**src/rtl/boreal_symbol_dwell_filter_if.sv**
```systemverilog
`default_nettype none
// ============================================================================
// Module   : boreal_symbol_dwell_filter_if
// Brief    : Command handshake bus from the dwell filter to the decision VM.
// Revision : 1.0 - initial release
// ============================================================================
interface boreal_symbol_dwell_filter_if;
  logic       cmd_valid;
  logic       cmd_ready;
  logic [1:0] cmd_code;
  logic       cmd_repeat;

  modport master (
    output cmd_valid,
    output cmd_code,
    output cmd_repeat,
    input  cmd_ready
  );

  modport slave (
    input  cmd_valid,
    input  cmd_code,
    input  cmd_repeat,
    output cmd_ready
  );
endinterface
`default_nettype wire

```
**src/rtl/boreal_symbol_dwell_filter.sv**
```systemverilog
`default_nettype none
// ============================================================================
// Module   : boreal_symbol_dwell_filter
// Brief    : Dwell-time debounce, auto-repeat and SELECT refractory filter for
//            the symbolic state stream, feeding a small command FIFO.
// Revision : 1.0 - initial release
// ============================================================================
module boreal_symbol_dwell_filter #(
  parameter int FIFO_DEPTH = 4,
  parameter int CNT_W      = 12
) (
  input  logic                         clk,
  input  logic                         rst_n,
  input  logic                         enable,
  input  logic                         valid_in,
  input  logic [2:0]                   state_id,
  input  logic [CNT_W-1:0]             cfg_dwell,
  input  logic [CNT_W-1:0]             cfg_repeat,
  input  logic [CNT_W-1:0]             cfg_refractory,
  input  logic                         clear_ovf,
  boreal_symbol_dwell_filter_if.master cmd,
  output logic                         overflow,
  output logic [7:0]                   drop_cnt
);

  localparam int               c_aw      = (FIFO_DEPTH > 1) ? $clog2(FIFO_DEPTH) : 1;
  localparam logic [c_aw:0]    c_depth   = (c_aw+1)'(FIFO_DEPTH);
  localparam logic [CNT_W-1:0] c_one     = CNT_W'(1);
  localparam logic [CNT_W-1:0] c_zero    = '0;

  localparam logic [1:0] c_track   = 2'd0;
  localparam logic [1:0] c_held    = 2'd1;
  localparam logic [1:0] c_refract = 2'd2;

  localparam logic [1:0] c_sym_idle   = 2'd0;
  localparam logic [1:0] c_sym_select = 2'd3;

  // FSM registers
  logic [1:0]       r_state;
  logic [1:0]       r_cand;
  logic [CNT_W-1:0] r_cand_cnt;
  logic [CNT_W-1:0] r_rep_cnt;
  logic [CNT_W-1:0] r_ref_cnt;

  logic [1:0]       w_nxt_state;
  logic [1:0]       w_nxt_cand;
  logic [CNT_W-1:0] w_nxt_cand_cnt;
  logic [CNT_W-1:0] w_nxt_rep_cnt;
  logic [CNT_W-1:0] w_nxt_ref_cnt;

  logic             w_push;
  logic [1:0]       w_push_code;
  logic             w_push_rep;
  logic             w_do_track;

  // FIFO registers
  logic [1:0]       r_mem_code [FIFO_DEPTH];
  logic             r_mem_rep  [FIFO_DEPTH];
  logic [c_aw-1:0]  r_wr_ptr;
  logic [c_aw-1:0]  r_rd_ptr;
  logic [c_aw:0]    r_count;

  logic             w_cmd_valid;
  logic             w_full;
  logic             w_pop;
  logic             w_accept;
  logic             w_drop;

  // Symbol decode and effective thresholds
  logic [1:0]       w_sym;
  logic [CNT_W-1:0] w_dwell;
  logic             w_match;
  logic             w_cand_sat;
  logic [CNT_W-1:0] w_trk_cnt;
  logic             w_trk_fire;
  logic [CNT_W-1:0] w_rep_inc;

  assign w_sym      = state_id[2] ? c_sym_idle : state_id[1:0];
  assign w_dwell    = (cfg_dwell == c_zero) ? c_one : cfg_dwell;
  assign w_match    = (w_sym == r_cand);
  assign w_cand_sat = (r_cand_cnt >= w_dwell);
  assign w_rep_inc  = r_rep_cnt + c_one;

  // Candidate tracking also serves a HELD mismatch: there w_match is 0, so
  // the sample simply restarts as a fresh candidate with count 1.
  always_comb begin
    w_trk_cnt = c_one;
    if (w_match) begin
      w_trk_cnt = w_cand_sat ? w_dwell : (r_cand_cnt + c_one);
    end
  end

  assign w_trk_fire = (w_trk_cnt == w_dwell) && !(w_match && w_cand_sat);

  always_comb begin
    w_nxt_state    = r_state;
    w_nxt_cand     = r_cand;
    w_nxt_cand_cnt = r_cand_cnt;
    w_nxt_rep_cnt  = r_rep_cnt;
    w_nxt_ref_cnt  = r_ref_cnt;
    w_push         = 1'b0;
    w_push_code    = 2'd0;
    w_push_rep     = 1'b0;
    w_do_track     = 1'b0;

    if (!enable) begin
      w_nxt_state    = c_track;
      w_nxt_cand     = c_sym_idle;
      w_nxt_cand_cnt = c_zero;
    end else if (valid_in) begin
      case (r_state)
        c_held: begin
          if (!w_match) begin
            w_do_track = 1'b1;
          end else if (cfg_repeat != c_zero) begin
            if (w_rep_inc >= cfg_repeat) begin
              w_push        = 1'b1;
              w_push_code   = r_cand;
              w_push_rep    = 1'b1;
              w_nxt_rep_cnt = c_zero;
            end else begin
              w_nxt_rep_cnt = w_rep_inc;
            end
          end
        end
        c_refract: begin
          if (r_ref_cnt <= c_one) begin
            w_nxt_ref_cnt  = c_zero;
            w_nxt_state    = c_track;
            w_nxt_cand     = c_sym_idle;
            w_nxt_cand_cnt = c_zero;
          end else begin
            w_nxt_ref_cnt = r_ref_cnt - c_one;
          end
        end
        default: begin
          w_do_track = 1'b1;
        end
      endcase

      if (w_do_track) begin
        w_nxt_state    = c_track;
        w_nxt_cand     = w_sym;
        w_nxt_cand_cnt = w_trk_cnt;
        if (w_trk_fire && (w_sym != c_sym_idle)) begin
          w_push      = 1'b1;
          w_push_code = w_sym;
          w_push_rep  = 1'b0;
          if (w_sym == c_sym_select) begin
            if (cfg_refractory != c_zero) begin
              w_nxt_state   = c_refract;
              w_nxt_ref_cnt = cfg_refractory;
            end
          end else begin
            w_nxt_state   = c_held;
            w_nxt_rep_cnt = c_zero;
          end
        end
      end
    end
  end

  always_ff @(posedge clk or negedge rst_n) begin
    if (!rst_n) begin
      r_state    <= c_track;
      r_cand     <= c_sym_idle;
      r_cand_cnt <= '0;
      r_rep_cnt  <= '0;
      r_ref_cnt  <= '0;
    end else begin
      r_state    <= w_nxt_state;
      r_cand     <= w_nxt_cand;
      r_cand_cnt <= w_nxt_cand_cnt;
      r_rep_cnt  <= w_nxt_rep_cnt;
      r_ref_cnt  <= w_nxt_ref_cnt;
    end
  end

  // Command FIFO: no bypass, and a pop frees a slot for a same-cycle push.
  assign w_cmd_valid = (r_count != '0);
  assign w_full      = (r_count == c_depth);
  assign w_pop       = w_cmd_valid && cmd.cmd_ready;
  assign w_accept    = w_push && (!w_full || w_pop);
  assign w_drop      = w_push && w_full && !w_pop;

  always_ff @(posedge clk) begin
    if (w_accept) begin
      r_mem_code[r_wr_ptr] <= w_push_code;
      r_mem_rep[r_wr_ptr]  <= w_push_rep;
    end
  end

  always_ff @(posedge clk or negedge rst_n) begin
    if (!rst_n) begin
      r_wr_ptr <= '0;
      r_rd_ptr <= '0;
      r_count  <= '0;
    end else begin
      if (w_accept) begin
        r_wr_ptr <= r_wr_ptr + 1'b1;
      end
      if (w_pop) begin
        r_rd_ptr <= r_rd_ptr + 1'b1;
      end
      case ({w_accept, w_pop})
        2'b10:   r_count <= r_count + 1'b1;
        2'b01:   r_count <= r_count - 1'b1;
        default: r_count <= r_count;
      endcase
    end
  end

  // clear_ovf takes priority over a coincident drop.
  always_ff @(posedge clk or negedge rst_n) begin
    if (!rst_n) begin
      overflow <= 1'b0;
      drop_cnt <= 8'd0;
    end else if (clear_ovf) begin
      overflow <= 1'b0;
      drop_cnt <= 8'd0;
    end else if (w_drop) begin
      overflow <= 1'b1;
      if (drop_cnt != 8'hff) begin
        drop_cnt <= drop_cnt + 8'd1;
      end
    end
  end

  assign cmd.cmd_valid  = w_cmd_valid;
  assign cmd.cmd_code   = w_cmd_valid ? r_mem_code[r_rd_ptr] : 2'd0;
  assign cmd.cmd_repeat = w_cmd_valid ? r_mem_rep[r_rd_ptr]  : 1'b0;

endmodule
`default_nettype wire

```
**src/flat_wrapper.sv**
```systemverilog
// flat-port wrapper written by rule: the top's interface ports become plain ports
module boreal_symbol_dwell_filter_flat 
#(
  parameter int FIFO_DEPTH = 4,
  parameter int CNT_W      = 12
)
  (clk, rst_n, enable, valid_in, state_id, cfg_dwell, cfg_repeat, cfg_refractory, clear_ovf, overflow, drop_cnt, cmd_cmd_valid, cmd_cmd_code, cmd_cmd_repeat, cmd_cmd_ready);
  boreal_symbol_dwell_filter_if cmd_i ();
  input  logic clk;
  input  logic rst_n;
  input  logic enable;
  input  logic valid_in;
  input  logic [2:0] state_id;
  input  logic [CNT_W-1:0] cfg_dwell;
  input  logic [CNT_W-1:0] cfg_repeat;
  input  logic [CNT_W-1:0] cfg_refractory;
  input  logic clear_ovf;
  output logic overflow;
  output logic [7:0] drop_cnt;
  output wire logic [$bits(cmd_i.cmd_valid)-1:0] cmd_cmd_valid;
  output wire logic [$bits(cmd_i.cmd_code)-1:0] cmd_cmd_code;
  output wire logic [$bits(cmd_i.cmd_repeat)-1:0] cmd_cmd_repeat;
  input wire logic [$bits(cmd_i.cmd_ready)-1:0] cmd_cmd_ready;
  assign cmd_cmd_valid = cmd_i.cmd_valid;
  assign cmd_cmd_code = cmd_i.cmd_code;
  assign cmd_cmd_repeat = cmd_i.cmd_repeat;
  assign cmd_i.cmd_ready = cmd_cmd_ready;
  boreal_symbol_dwell_filter #(.FIFO_DEPTH(FIFO_DEPTH), .CNT_W(CNT_W)) u_core (.clk(clk), .rst_n(rst_n), .enable(enable), .valid_in(valid_in), .state_id(state_id), .cfg_dwell(cfg_dwell), .cfg_repeat(cfg_repeat), .cfg_refractory(cfg_refractory), .clear_ovf(clear_ovf), .cmd(cmd_i), .overflow(overflow), .drop_cnt(drop_cnt));
endmodule
```
**config.mk**
```make
export PLATFORM = sky130hd
export DESIGN_NAME = boreal_symbol_dwell_filter_flat
export DESIGN_NICKNAME = d
export VERILOG_FILES = /design/src/rtl/boreal_symbol_dwell_filter_if.sv /design/src/rtl/boreal_symbol_dwell_filter.sv /design/src/flat_wrapper.sv
export SDC_FILE = /design/constraint.sdc
export NUM_CORES = 1
export LEC_CHECK = 0
export ABC_AREA = 0
export BUFFER_PORTS_ARGS = -buffer_cell sky130_fd_sc_hd__buf_4
export CAP_MARGIN = 20
export CORE_MARGIN = 2
export CORE_UTILIZATION = 59
export CTS_CLUSTER_SIZE = 12
export DETAILED_ROUTE_END_ITERATION = 6
export PLACE_DENSITY = 0.87
export SYNTH_ARGS = -nofsm -noshare
export SYNTH_HDL_FRONTEND = slang
export SYNTH_SLANG_ARGS = --single-unit
```
**constraint.sdc**
```tcl
create_clock -name clk -period 4.9 [get_ports clk]
set_input_delay 0.98 -clock clk [delete_from_list [all_inputs] [get_ports clk]]
set_output_delay 0.98 -clock clk [all_outputs]
set_load 0.01 [all_outputs]
```
# Word level (Yosys, flattened, before mapping)
# Memories as Yosys holds them, arrays and structs flattened.
# Cells that the tools add are included.
[totals]
ff_bits = 56
latchBits = 0
ramBits = 12
mem_bits_ro = 0
input_bits = 45
output_inout_bits = 13
word_cells = 124
mem_count = 2
[mem_list]
columns = ["name", "words", "word_bits", "rd", "rd_ports_with_merged_regs", "write_ports", "line", "rtl"]
rows = [
  ["u_core.r_mem_code", 4, 2, 1, 0, 1, "boreal_symbol_dwell_filter.sv:57", "logic [1:0] r_mem_code [FIFO_DEPTH];"],
  ["u_core.r_mem_rep", 4, 1, 1, 0, 1, "boreal_symbol_dwell_filter.sv:58", "logic r_mem_rep [FIFO_DEPTH];"],
]
[classes]
n_addsub = 8
mul = 0
n_div = 0
n_lt_le_gt_ge = 3
eq_ne = 12
shifts = 0
mux = 67
bitwise_logic = 0
n_reduce_logical = 22
[ops]
columns = ["operator", "count"]
rows = [
  ["12-bit 2-to-1 mux", 21],
  ["2-bit 2-to-1 mux", 21],
  ["12-bit by 1-bit adder with 12-bit output (second input constant)", 2],
  ["12-bit greater-or-equal comparator", 2],
  ["8-bit 2-to-1 mux", 3],
  ["12-bit nonzero test", 2],
  ["1-bit 2-to-1 mux", 20],
  ["12-bit == test", 1],
  ["12-bit by 1-bit <= comparator with 1-bit output (second input constant)", 1],
  ["12-bit zero test", 1],
  ["12-bit by 1-bit subtractor with 12-bit output (second input constant)", 1],
  ["8-bit by 1-bit adder with 8-bit output (second input constant)", 1],
  ["8-bit != test (second input constant)", 1],
  ["2-bit nonzero test", 4],
  ["1-bit logical AND", 7],
  ["2-bit == test (second input constant)", 3],
  ["3-bit by 1-bit != test with 1-bit output (second input constant)", 2],
  ["3-bit one-hot mux with 2 select lines", 1],
  ["2-bit by 1-bit adder with 2-bit output (second input constant)", 2],
  ["2-bit by 1-bit == test with 1-bit output (second input constant)", 2],
  ["2-bit AND reduction", 2],
  ["3-bit by 1-bit adder with 3-bit output (second input constant)", 1],
  ["3-bit == test (second input constant)", 1],
  ["1-bit zero test", 3],
  ["7 further kinds", 7],
]

# Longest topological paths before layout
# Gate-level depths: netlist of run 1.
[logic_depth]
depth_word = 16
mapped_depth = 19
mapped_depth_nobuf = 18

# Worst setup path after synthesis of run 1
# No wires, ideal clock.
[synth_path]
path_type = "input-to-reg"
from = "input cfg_dwell[1]"
to = "register u_core.r_count[2]"
setup_time_ns = 0.079
arrival_ns = 4.893
required_time_ns = 4.821
path_slack_ns = -0.072
path_stages = 17
cell_sequence = "nor4_1 > and3_1 > or2_2 > ha_1 > nand2b_1 > a31oi_1 > o21ai_0 > a221oi_1 > mux2i_1 > a2111oi_4 > o21ai_1 > ha_1 > inv_1 > fa_1 > xor2_1 > nor2_1 > xor2_1"
[synth_between]
elab_chain_cells = 15
word_cells_on_any_way = 19
[synth_rtl]
columns = ["element", "line", "rtl"]
rows = [
  ["from (decl)", "flat_wrapper.sv:14", "input logic [CNT_W-1:0] cfg_dwell;"],
  ["12-bit zero test", "boreal_symbol_dwell_filter.sv:79", "assign w_dwell = (cfg_dwell == c_zero) ? c_one : cfg_dwell;"],
  ["12-bit 2-to-1 mux (*)", "boreal_symbol_dwell_filter.sv:79", ""],
  ["12-bit greater-or-equal comparator", "boreal_symbol_dwell_filter.sv:81", "assign w_cand_sat = (r_cand_cnt >= w_dwell);"],
  ["12-bit 2-to-1 mux", "boreal_symbol_dwell_filter.sv:89", "w_trk_cnt = w_cand_sat ? w_dwell : (r_cand_cnt + c_one);"],
  ["12-bit 2-to-1 mux", "boreal_symbol_dwell_filter.sv:88", "if (w_match) begin"],
  ["12-bit == test", "boreal_symbol_dwell_filter.sv:93", "assign w_trk_fire = (w_trk_cnt == w_dwell) && !(w_match && w_cand_sat);"],
  ["1-bit logical AND (*)", "boreal_symbol_dwell_filter.sv:93", ""],
  ["1-bit logical AND (*)", "boreal_symbol_dwell_filter.sv:145", "if (w_trk_fire && (w_sym != c_sym_idle)) begin"],
  ["1-bit 2-to-1 mux (*)", "boreal_symbol_dwell_filter.sv:145", ""],
  ["1-bit 2-to-1 mux (*)", "boreal_symbol_dwell_filter.sv:141", "if (w_do_track) begin"],
  ["1-bit 2-to-1 mux (*)", "boreal_symbol_dwell_filter.sv:110", "end else if (valid_in) begin"],
  ["1-bit 2-to-1 mux (*)", "boreal_symbol_dwell_filter.sv:106", "if (!enable) begin"],
  ["1-bit logical AND (*)", "boreal_symbol_dwell_filter.sv:183", "assign w_accept = w_push && (!w_full || w_pop);"],
  ["2-bit by 1-bit == test with 1-bit output / 2-bit == test (equally long branches)", "boreal_symbol_dwell_filter.sv:205", "case ({w_accept, w_pop})"],
  ["3-bit one-hot mux with 2 select lines / 2-bit nonzero test (equally long branches)", "n/a", ""],
  ["to (signal assigned)", "boreal_symbol_dwell_filter.sv:206", "2'b10: r_count <= r_count + 1'b1;"],
  ["to (signal assigned)", "boreal_symbol_dwell_filter.sv:207", "2'b01: r_count <= r_count - 1'b1;"],
  ["to (signal assigned)", "boreal_symbol_dwell_filter.sv:208", "default: r_count <= r_count;"],
  ["to (decl)", "boreal_symbol_dwell_filter.sv:61", "logic [c_aw:0] r_count;"],
]
# Mark *: on every way between the ends. The rest lies on a longest branch, timed or not.
# A chain may end at the register's enable or synchronous reset.

# Worst setup path after layout of run 1
[layout_path]
from = "input cfg_dwell[6]"
to = "register u_core.r_count[2]"
# Same word-level chain as after synthesis.

==> results of run 1 <==
## worst min-delay path by stage
stage	end	cells after the start	slack (ns)
floorplan	u_core.r_count[2]	1	0.46
global placement	u_core.r_count[2]	1	0.48
detailed placement	u_core.r_count[2]	1	0.51
CTS	u_core.r_count[2]	1	0.52
global route	u_core.r_ref_cnt[5]	1	0.54
finish	u_core.r_count[2]	1	0.53
## area by class of cell
class / instances / area share [%]
Clock buffer: 10 / 2.25
Timing Repair Buffer: 62 / 8.22
Sequential cell: 68 / 31.1
Inverter: 44 / 2.92
Clock inverter: 6 / 0.972
Tap cell: 105 / 2.32
Multi-Input combinational cell: 437 / 52.2
## Yosys cell counts (3+ instances only)
library cell	instances	area share (%)
edfxtp_1	12	7.3
a22o_1	10	1.8
clkbuf_1	11	0.83
ha_1	34	8.6
nor3_1	16	1.6
dfrtp_1	56	28
nand2_1	42	3.2
mux2_2	3	0.68
mux4_2	3	1.4
xnor2_1	16	2.8
o221ai_1	3	0.53
nor2_1	42	3.2
a21o_1	3	0.45
nor4_1	14	1.8
nand4_1	5	0.63
buf_2	5	0.50
nand3_2	3	0.61
a221oi_1	4	0.71
a211oi_1	3	0.45
or3_1	10	1.3
a31oi_1	14	1.8
o211ai_1	5	0.76
a22oi_1	5	0.76
and2_1	8	1.0
mux2i_1	3	0.61
nor2b_1	10	1.3
xor2_1	10	1.8
nand2b_1	3	0.38
a21oi_1	30	3.0
o21ai_0	44	4.4
nand3_1	37	3.7
o2bb2ai_1	4	0.71
o2111ai_1	3	0.53
inv_1	44	3.3
and3_1	9	1.1
## registers in the layout, summed over array words and instances, names as in the netlist
signal	flops
u_core.r_rep_cnt	12
u_core.r_state	2
u_core.r_wr_ptr	2
u_core.r_rd_ptr	2
u_core.drop_cnt	8
u_core.r_cand	2
u_core.r_ref_cnt	12
u_core.r_mem_rep	4
u_core.r_mem_code	8
u_core.r_count	3
u_core.r_cand_cnt	12
u_core.overflow	1
## kinds of logic (layout without fill, tap and decap cells)
kind of cell	Yosys count	after routing	share of synthesized area [%]
simple gates	215	215	22.4
compound gates	152	152	20.9
flops	68	68	35.5
buf+inv	62	122	4.97
fa+ha+maj	35	35	8.98
xor+xnor	26	26	4.59
mux	9	9	2.65
## where the power goes
part / total, mW / internal (mW) / switching [mW]
sequential: 0.634 / 0.597 / 0.0365
clock: 0.444 / 0.230 / 0.214
combinational: 0.242 / 0.115 / 0.127
## metal layers
layer	vias to the layer above	global-route usage [%]	routed length (µm)
met5	-	0	0
met4	0	11.3	345
met3	43	5.17	828
met2	233	47.3	6090
met1	2207	38.4	5210
li1	2213	-	-
## cell usage in the layout, fill, tap and decap left out, types with 8 or more instances in the layout
master / count
nor2_1: 42
edfxtp_1: 12
a22o_1: 10
o21ai_0: 44
nand3_1: 37
ha_1: 34
a21oi_1: 30
xor2_1: 10
xnor2_1: 16
or3_1: 10
clkbuf_8: 9
nor3_1: 16
nand2_1: 42
and2_1: 8
nor2b_1: 10
and3_1: 9
a31oi_1: 14
nor4_1: 14
buf_4: 62
inv_1: 44
dfrtp_1: 56
## worst reg2reg max path, delay by kind of cell, from the launching register on
family,cells,cell delay [ns]
fa+ha+maj,4,1.14
compound gates,5,0.83
simple gates,5,1.01
buf+inv,2,0.27
flops,1,0.43
xor+xnor,3,0.55
==> impl_metrics.py, run 1 <==
metrics = {
    "run_status": {
        "status": "finished clean",
    },
    "clock_tree": {
        "cts_setup_buffers": 0,
        "clkSinkCount": 68,
        "clk_pin_slew_ns": 0.07,
        "cts_made_buffers": 9,
        "cts_max_path_buffers": 2,
        "cts_tree": "yes",
        "ctsResizeCount": 0,
        "cts.htree.levels": 3,
        "holdBufCountCts": 0,
        "clk_latency_ns": 0.35,
        "cts-root-buf": "clkbuf_8",
    },
    "sta": {
        "holdWs_ns": 0.527,
        "finalSetupViolations": 0,
        "layout_setup_ws_ns": 0.348,
        "fin_skew_ns": 0.00955,
        "min_period_over_period_pct": 92.9,
        "grt_setup_unrepaired": "no",
        "relSlewSlack_pct": 42.5,
        "tns_ns": 0,
        "slew_violations": 0,
        "fin_crit_ns": 4.55,
        "final_hold_viol_count": 0,
        "worst_pin_slew_ns": 0.860,
        "max_freq_mhz": 220,
    },
    "pwr": {
        "p_leak_nw": 2.46,
        "power_mw": 1.32,
        "peakVddDrop_v": 0.000141,
        "power_density_mw_per_mm2": 233,
    },
    "floorplan": {
        "fp-row-count": 33,
        "core_mm2": 0.00818,
        "start_util_pct": 60.7,
        "die_y_um": 95.7,
        "die_w_um": 95.7,
        "pin_count": 58,
        "die_area_mm2": 0.00916,
    },
    "hold_path": {
        "hp-start": "u_core.r_count[2]",
        "hold_class": "reg2reg",
    },
    "yosys": {
        "yosysSeqAreaShare_pct": 35.5,
        "netlist-cell-type-count": 67,
        "synth-main-ff-cell": "dfrtp_1",
        "ys_warn_count": 0,
        "synth_edf_count": 12,
        "syn-cell-area_mm2": 0.00496,
        "synth_nets": 647,
        "ys_ff_latch": 68,
        "netlist_instances": 567,
        "syn_area_per_cell_um2": 8.75,
        "async_reset_ff_share_pct": 82.4,
    },
    "final_layout": {
        "final_area_mm2": 0.00567,
        "regArea_mm2": 0.00176,
        "multiInputGateArea_mm2": 0.00296,
        "fin_cells": 732,
        "final_layout_size_suffix_gt1_share_pct": 15.5,
        "utilization_pct": 69.3,
        "fillerInstances": 647,
        "final_nets": 702,
        "syn_to_final_growth_pct": 14.2,
        "insertedDiodeCount": 0,
    },
    "critical_path": {
        "rr_startpoint": "u_core.r_rep_cnt[0]",
        "cp.buffers_inverters": 2,
        "crit_path_end": "u_core.r_count[2]",
        "r2r_cells": 19,
        "endpoint_kind": "register",
        "crit_cells": 18,
        "start_kind": "input port",
        "startpoint": "cfg_dwell[6]",
        "cp.arrival_ns": 4.81,
        "cp_cell_sequence": "buf_4 > nor4_1 > and3_1 > or2_2 > ha_1 > nand2b_1 > a31oi_1 > o21ai_0 > a221oi_2 > mux2i_1 > a2111oi_4 > o21ai_1 > ha_1 > inv_1 > fa_1 > xor2_1 > nor2_1 > xor2_1",
        "crit_fanout": 4,
        "cpPeakStageDelay_ns": 0.43,
        "cp_slowest_cell": "nor4_1",
        "timing.rr.end": "u_core.r_count[2]",
        "crit_required_ns": 5.16,
        "reg2reg_setup_slack_ns": 0.59,
        "path_delay_family": "simple AND/OR/NAND/NOR gates",
        "crit_type": "in2reg",
    },
    "routing": {
        "drtAntennaViolNets": 0,
        "firstDrtPassIters": 6,
        "wirelength_um": 12500,
        "route.detailed.wl_per_inst_um": 17.0,
        "avgViaCountPerCell": 6.42,
        "vias": 4696,
        "drtIter0Drc": 385,
        "drc": 0,
    },
    "placed_design": {
        "dp_cells": 716,
        "placed_cell_area_mm2": 0.00548,
        "routabilityCongestion": 0.944,
        "io_buffers": 57,
        "post-dp-hpwl_um": 9570,
        "place_ws_ns": 0.0444,
    },
    "grt": {
        "grt_usage_pct": 28.9,
        "antenna_found_initial": 0,
        "grt_pass1_wl_um": 20700,
        "grt_overflow": 0,
        "grt_pass1_vias": 4427,
        "grt_max_degree": 57,
    },
    "run": {
        "max_cap_violations": 0,
    },
}
(Power assumes the default switching activity.)
==> inputs of run 2 (changes only) <==
--- a/config.mk
+++ b/config.mk
@@ -6,7 +6,7 @@
 export NUM_CORES = 1
 export LEC_CHECK = 0
 export ABC_AREA = 0
-export BUFFER_PORTS_ARGS = -buffer_cell sky130_fd_sc_hd__buf_4
+export BUFFER_PORTS_ARGS = -buffer_cell sky130_fd_sc_hd__clkbuf_2
 export CAP_MARGIN = 20
 export CORE_MARGIN = 2
 export CORE_UTILIZATION = 59
==> impl_metrics.py, run 2 (same netlist as run 1, synthesis figures left out) <==
metrics = {
    "final_layout": {
        "insertedDiodeCount": 0,
        "regArea_mm2": 0.00176,
        "reg_top3": "u_core.r_cand_cnt: 12 flops, u_core.r_ref_cnt: 12 flops, u_core.r_rep_cnt: 12 flops",
        "layout_common_cells": "clkbuf_2, dfrtp_1, inv_1, o21ai_0",
        "final_common_cell": "clkbuf_2",
        "final_nets": 703,
        "syn_to_final_growth_pct": 12.7,
        "final_layout_size_suffix_gt1_share_pct": 16.1,
        "multiInputGateArea_mm2": 0.00296,
        "fillerInstances": 641,
    },
    "clock_tree": {
        "cts_setup_buffers": 0,
        "ctsResizeCount": 0,
        "cts_tree": "yes",
        "cts.htree.levels": 3,
        "holdBufCountCts": 0,
        "cts_max_path_buffers": 2,
        "clk_latency_ns": 0.35,
        "cts-root-buf": "clkbuf_8",
        "clkSinkCount": 68,
        "clk_pin_slew_ns": 0.07,
        "cts_made_buffers": 9,
    },
    "placed_design": {
        "routabilityCongestion": 0.956,
        "io_buffers": 57,
        "post-dp-hpwl_um": 9320,
    },
    "floorplan": {
        "core_mm2": 0.00818,
        "die_area_mm2": 0.00916,
        "die_w_um": 95.7,
        "start_util_pct": 60.7,
        "pin_count": 58,
        "fp-row-count": 33,
        "die_y_um": 95.7,
    },
    "routing": {
        "avgViaCountPerCell": 6.40,
        "firstDrtPassIters": 5,
        "drtAntennaViolNets": 0,
        "drc": 0,
        "drtIter0Drc": 331,
        "wirelength_um": 12300,
        "vias": 4689,
        "route.detailed.wl_per_inst_um": 16.8,
    },
    "sta": {
        "relSlewSlack_pct": 39.0,
        "finalSetupViolations": 0,
        "worst_pin_slew_ns": 0.912,
        "slew_violations": 0,
        "grt_setup_unrepaired": "no",
        "final_hold_viol_count": 0,
        "max_freq_mhz": 226,
        "fin_skew_ns": 0.0152,
        "tns_ns": 0,
        "fin_crit_ns": 4.42,
        "min_period_over_period_pct": 90.1,
    },
    "grt": {
        "grt_max_degree": 57,
        "grt_overflow": 0,
        "grt_pass1_wl_um": 20300,
        "grt_usage_pct": 28.4,
        "antenna_found_initial": 0,
        "grt_pass1_vias": 4459,
    },
    "pwr": {
        "p_leak_nw": 2.45,
        "peakVddDrop_v": 0.000193,
        "power_mw": 1.40,
        "power_density_mw_per_mm2": 251,
    },
    "critical_path": {
        "cp_cell_sequence": "clkbuf_2 > nor4_1 > and3_1 > or2_2 > ha_1 > nand2b_1 > a31oi_1 > o21ai_0 > a221oi_2 > mux2i_1 > a2111oi_4 > o21ai_1 > ha_1 > inv_1 > fa_1 > xor2_1 > nor2_1 > xor2_1",
        "endpoint_kind": "register",
        "rr_startpoint": "u_core.r_rep_cnt[0]",
        "crit_required_ns": 5.17,
        "timing.rr.end": "u_core.r_count[2]",
        "r2r_cells": 18,
        "cpPeakStageDelay_ns": 0.38,
        "cp.arrival_ns": 4.68,
        "start_kind": "input port",
        "cp_slowest_cell": "nor4_1",
        "crit_fanout": 4,
        "crit_type": "in2reg",
        "reg2reg_setup_slack_ns": 0.64,
    },
    "hold_path": {
        "holdPathStages": 1,
        "hp-start": "u_core.r_count[2]",
        "min_to": "u_core.r_count[2]",
        "hold_class": "reg2reg",
    },
    "run_status": {
        "status": "finished clean",
    },
    "run": {
        "max_cap_violations": 0,
    },
}
-- run 2: changes by cell type in the layout (fill, tap and decap cells not counted) --
cell	before	now
buf_4	62	6
bufinv_16	1	2
clkbuf_1	1	0
clkbuf_16	0	1
clkbuf_2	0	57
clkinv_1	2	0
clkinv_2	2	0
clkinv_4	0	2
inv_6	0	1
-- run 2: layer usage --
layer / vias up / share of wire, % / global-route usage [%]
met1: 2232 / 42 / 36.3
li1: 2218 / - / -
met2: 200 / 49 / 48.3
met5: - / 0 / 0
met3: 39 / 5.7 / 4.78
met4: 0 / 2.9 / 11.1
-- run 2: layout make-up --
cell class / instances / area share, %
well taps: 105 / 2.35
flip-flops and latches: 68 / 31.5
multi-input cells: 437 / 52.9
repair buffers: 63 / 5.91
inverters: 44 / 2.95
clock buffers: 10 / 2.66
clock inverters: 6 / 1.68
-- run 2: worst max-delay path: cells and delay by family --
| family | cells | cell delay, ns |
|---|---|---|
| adders and majority gates | 3 | 0.81 |
| AOI/OAI and AO/OA | 5 | 0.99 |
| and+or+nand+nor | 5 | 1.04 |
| xor gates and xnor gates | 2 | 0.31 |
| muxes | 1 | 0.37 |
| buffers and inverters | 2 | 0.18 |
-- run 2: worst max-delay path by stage --
stage	from	end	cells past startpoint
3_3_place_gp	cfg_dwell[6]	u_core.r_count[2]	18
2_1_floorplan	cfg_dwell[1]	u_core.r_count[2]	17
6_report	cfg_dwell[6]	u_core.r_count[2]	18
3_5_place_dp	cfg_dwell[6]	u_core.r_count[2]	18
5_1_grt	cfg_dwell[6]	u_core.r_count[2]	18
4_1_cts	cfg_dwell[6]	u_core.r_count[2]	18
-- run 2: metrics by stage --
step / utilization (%) / setup WS [ns] / cell area [µm²] / std cells / hold slack, ns
after floorplan: - / 0.135 / 4970 / 567 / 0.460
after global placement: 65.4 / 0.356 / 5350 / 717 / 0.484
after detailed placement: 65.4 / 0.197 / 5350 / 717 / 0.514
after CTS: 68.4 / 0.532 / 5590 / 733 / 0.527
after global routing: 68.4 / 0.275 / 5590 / 733 / 0.566
final: 68.4 / 0.484 / 5590 / 733 / 0.535
-- run 2: report_power, final --
| group | switching [mW] | total (mW) | internal (mW) |
|---|---|---|---|
| Sequential | 0.0364 | 0.633 | 0.597 |
| Clock | 0.232 | 0.553 | 0.321 |
| Combinational | 0.120 | 0.218 | 0.0979 |
| Total | 0.389 | 1.40 | 1.02 |
==> inputs of run 3 (changes only) <==
--- a/config.mk
+++ b/config.mk
@@ -8,8 +8,10 @@
 export ABC_AREA = 0
 export BUFFER_PORTS_ARGS = -buffer_cell sky130_fd_sc_hd__clkbuf_2
 export CAP_MARGIN = 20
+export CELL_PAD_IN_SITES_DETAIL_PLACEMENT = 1
+export CELL_PAD_IN_SITES_GLOBAL_PLACEMENT = 1
 export CORE_MARGIN = 2
-export CORE_UTILIZATION = 59
+export CORE_UTILIZATION = 45
 export CTS_CLUSTER_SIZE = 12
 export DETAILED_ROUTE_END_ITERATION = 6
 export PLACE_DENSITY = 0.87
==> impl_metrics.py, run 3 (same netlist as run 1, synthesis figures left out) <==
metrics = {
    "final_layout": {
        "final_area_mm2": 0.00569,
        "syn_to_final_growth_pct": 14.7,
        "final_nets": 707,
        "layout_common_cells": "clkbuf_2, dfrtp_1, inv_1, o21ai_0",
        "fin_cells": 772,
        "utilization_pct": 52.7,
        "final_layout_size_suffix_gt1_share_pct": 16.6,
        "insertedDiodeCount": 0,
        "reg_top3": "u_core.r_cand_cnt: 12 flops, u_core.r_ref_cnt: 12 flops, u_core.r_rep_cnt: 12 flops",
        "final_common_cell": "clkbuf_2",
    },
    "routing": {
        "route.detailed.wl_per_inst_um": 19.1,
        "firstDrtPassIters": 5,
        "vias": 4815,
        "avgViaCountPerCell": 6.24,
        "drtAntennaViolNets": 0,
        "drc": 0,
        "wirelength_um": 14800,
        "drtIter0Drc": 302,
    },
    "hold_path": {
        "holdPathStages": 2,
        "hold_class": "reg2reg",
        "hp-start": "u_core.overflow",
        "min_to": "u_core.overflow",
    },
    "pwr": {
        "pwr-share-clk_pct": 41.9,
        "peakVddDrop_v": 0.000121,
        "sw_frac_of_total_pct": 26.9,
        "power_mw": 1.49,
        "p_leak_nw": 2.48,
        "power_frac_comb_pct": 15.4,
        "p_int_mw": 1.09,
        "power_density_mw_per_mm2": 261,
        "seqPwrFrac_pct": 42.7,
        "p_sw_uw": 400,
    },
    "grt": {
        "antenna_found_initial": 0,
        "grt_max_degree": 38,
        "grt_pass1_wl_um": 24300,
        "grt_overflow": 0,
        "met1_usage_pct": 33.2,
        "busiest_layer": "met2",
        "use_met2_pct": 46.4,
        "grt_usage_pct": 26.2,
        "grt_pass1_vias": 4937,
        "use_met3_pct": 3.53,
    },
    "critical_path": {
        "cpPeakStageDelay_ns": 0.47,
        "r2r_cells": 18,
        "crit_type": "in2reg",
        "crit_fanout": 4,
        "path_delay_family": "compound AO/OA/AOI/OAI gates",
        "timing.rr.end": "u_core.r_count[2]",
        "cp.arrival_ns": 4.88,
        "endpoint_kind": "register",
        "crit_required_ns": 5.16,
        "reg2reg_setup_slack_ns": 0.49,
        "cp_slowest_cell": "a221oi_2",
        "rr_startpoint": "u_core.r_rep_cnt[0]",
        "start_kind": "input port",
        "cp.buffers_inverters": 3,
        "cp_cell_sequence": "clkbuf_2 > nor4_1 > buf_4 > and3_1 > or2_2 > ha_1 > nand2b_1 > a31oi_1 > o21ai_0 > a221oi_2 > mux2i_2 > a2111oi_4 > o21ai_1 > ha_1 > inv_1 > fa_1 > xor2_1 > nor2_1 > xor2_1",
    },
    "run_status": {
        "status": "finished clean",
    },
    "floorplan": {
        "core_mm2": 0.0108,
        "die_w_um": 109,
        "die_y_um": 109,
        "start_util_pct": 46.0,
        "die_area_mm2": 0.0119,
        "pin_count": 58,
        "fp-row-count": 38,
    },
    "sta": {
        "finalSetupViolations": 0,
        "slew_violations": 0,
        "final_hold_viol_count": 0,
        "layout_setup_ws_ns": 0.275,
        "tns_ns": 0,
        "holdWs_ns": 0.526,
        "fin_crit_ns": 4.63,
        "min_period_over_period_pct": 94.4,
        "grt_setup_unrepaired": "no",
        "max_freq_mhz": 216,
        "relSlewSlack_pct": 33.1,
        "fin_skew_ns": 0.0196,
        "worst_pin_slew_ns": 1.00,
    },
    "clock_tree": {
        "cts_made_buffers": 9,
        "clk_pin_slew_ns": 0.08,
        "cts_max_path_buffers": 2,
        "cts.htree.levels": 3,
        "ctsResizeCount": 0,
        "cts_setup_buffers": 0,
        "holdBufCountCts": 0,
        "clkSinkCount": 68,
        "cts_tree": "yes",
        "clk_latency_ns": 0.36,
        "cts-root-buf": "clkbuf_8",
    },
    "placed_design": {
        "post-dp-hpwl_um": 11300,
        "dp_cells": 756,
        "place_ws_ns": -0.0586,
        "routabilityCongestion": 1.07,
        "placed_cell_area_mm2": 0.00542,
        "io_buffers": 57,
    },
    "run": {
        "max_cap_violations": 0,
    },
}
## run 3: power by group through the flow
stage	clock, mW	combinational [mW]	sequential (mW)
2_1_floorplan	0	0.147	0.627
3_3_place_gp	0	0.211	0.642
3_5_place_dp	0	0.230	0.646
4_1_cts	0.625	0.230	0.635
5_1_grt	0.654	0.253	0.638
6_report	0.623	0.228	0.635
## run 3: worst register-to-register path, stage by stage, from the launching register on
cell and delay, ns:
dfrtp_1 0.44, ha_1 0.26, and3_1 0.28, and3_1 0.24, nand3_1 0.11, xnor2_1 0.26, ha_1 0.29, o21ai_0 0.18
a22oi_1 0.11, a31oi_1 0.25, a41oi_1 0.18, and3_1 0.40, o21ai_1 0.22, ha_1 0.22, inv_1 0.06, fa_1 0.37
xor2_1 0.15, nor2_1 0.12, xor2_1 0.19
## run 3: routing by layer
layer	vias up	routed length (µm)	share of wire (%)
li1	2212	-	-
met1	2452	6240	42
met2	127	7680	52
met3	24	620	4.2
met4	0	240	1.6
met5	-	0	0
## run 3: area by class of cell
cell class	instances	area [µm²]
Clock buffer	10	128
Clock inverter	6	138
Fill cell	1295	5100
Inverter	44	165
Multi-Input combinational cell	437	2960
Sequential cell	68	1760
Tap cell	140	175
Timing Repair Buffer	67	360
## run 3: how the worst max path moves through the flow
stage                 start                end  slack (ns)  depth (start not counted)
2_1_floorplan  cfg_dwell[1]  u_core.r_count[2]        0.14                         17
3_3_place_gp   cfg_dwell[6]  u_core.r_count[2]        0.16                         19
3_5_place_dp   cfg_dwell[6]  u_core.r_count[2]       -0.06                         19
4_1_cts        cfg_dwell[6]  u_core.r_count[2]        0.24                         19
5_1_grt        cfg_dwell[6]  u_core.r_count[2]        0.02                         19
6_report       cfg_dwell[6]  u_core.r_count[2]        0.27                         19
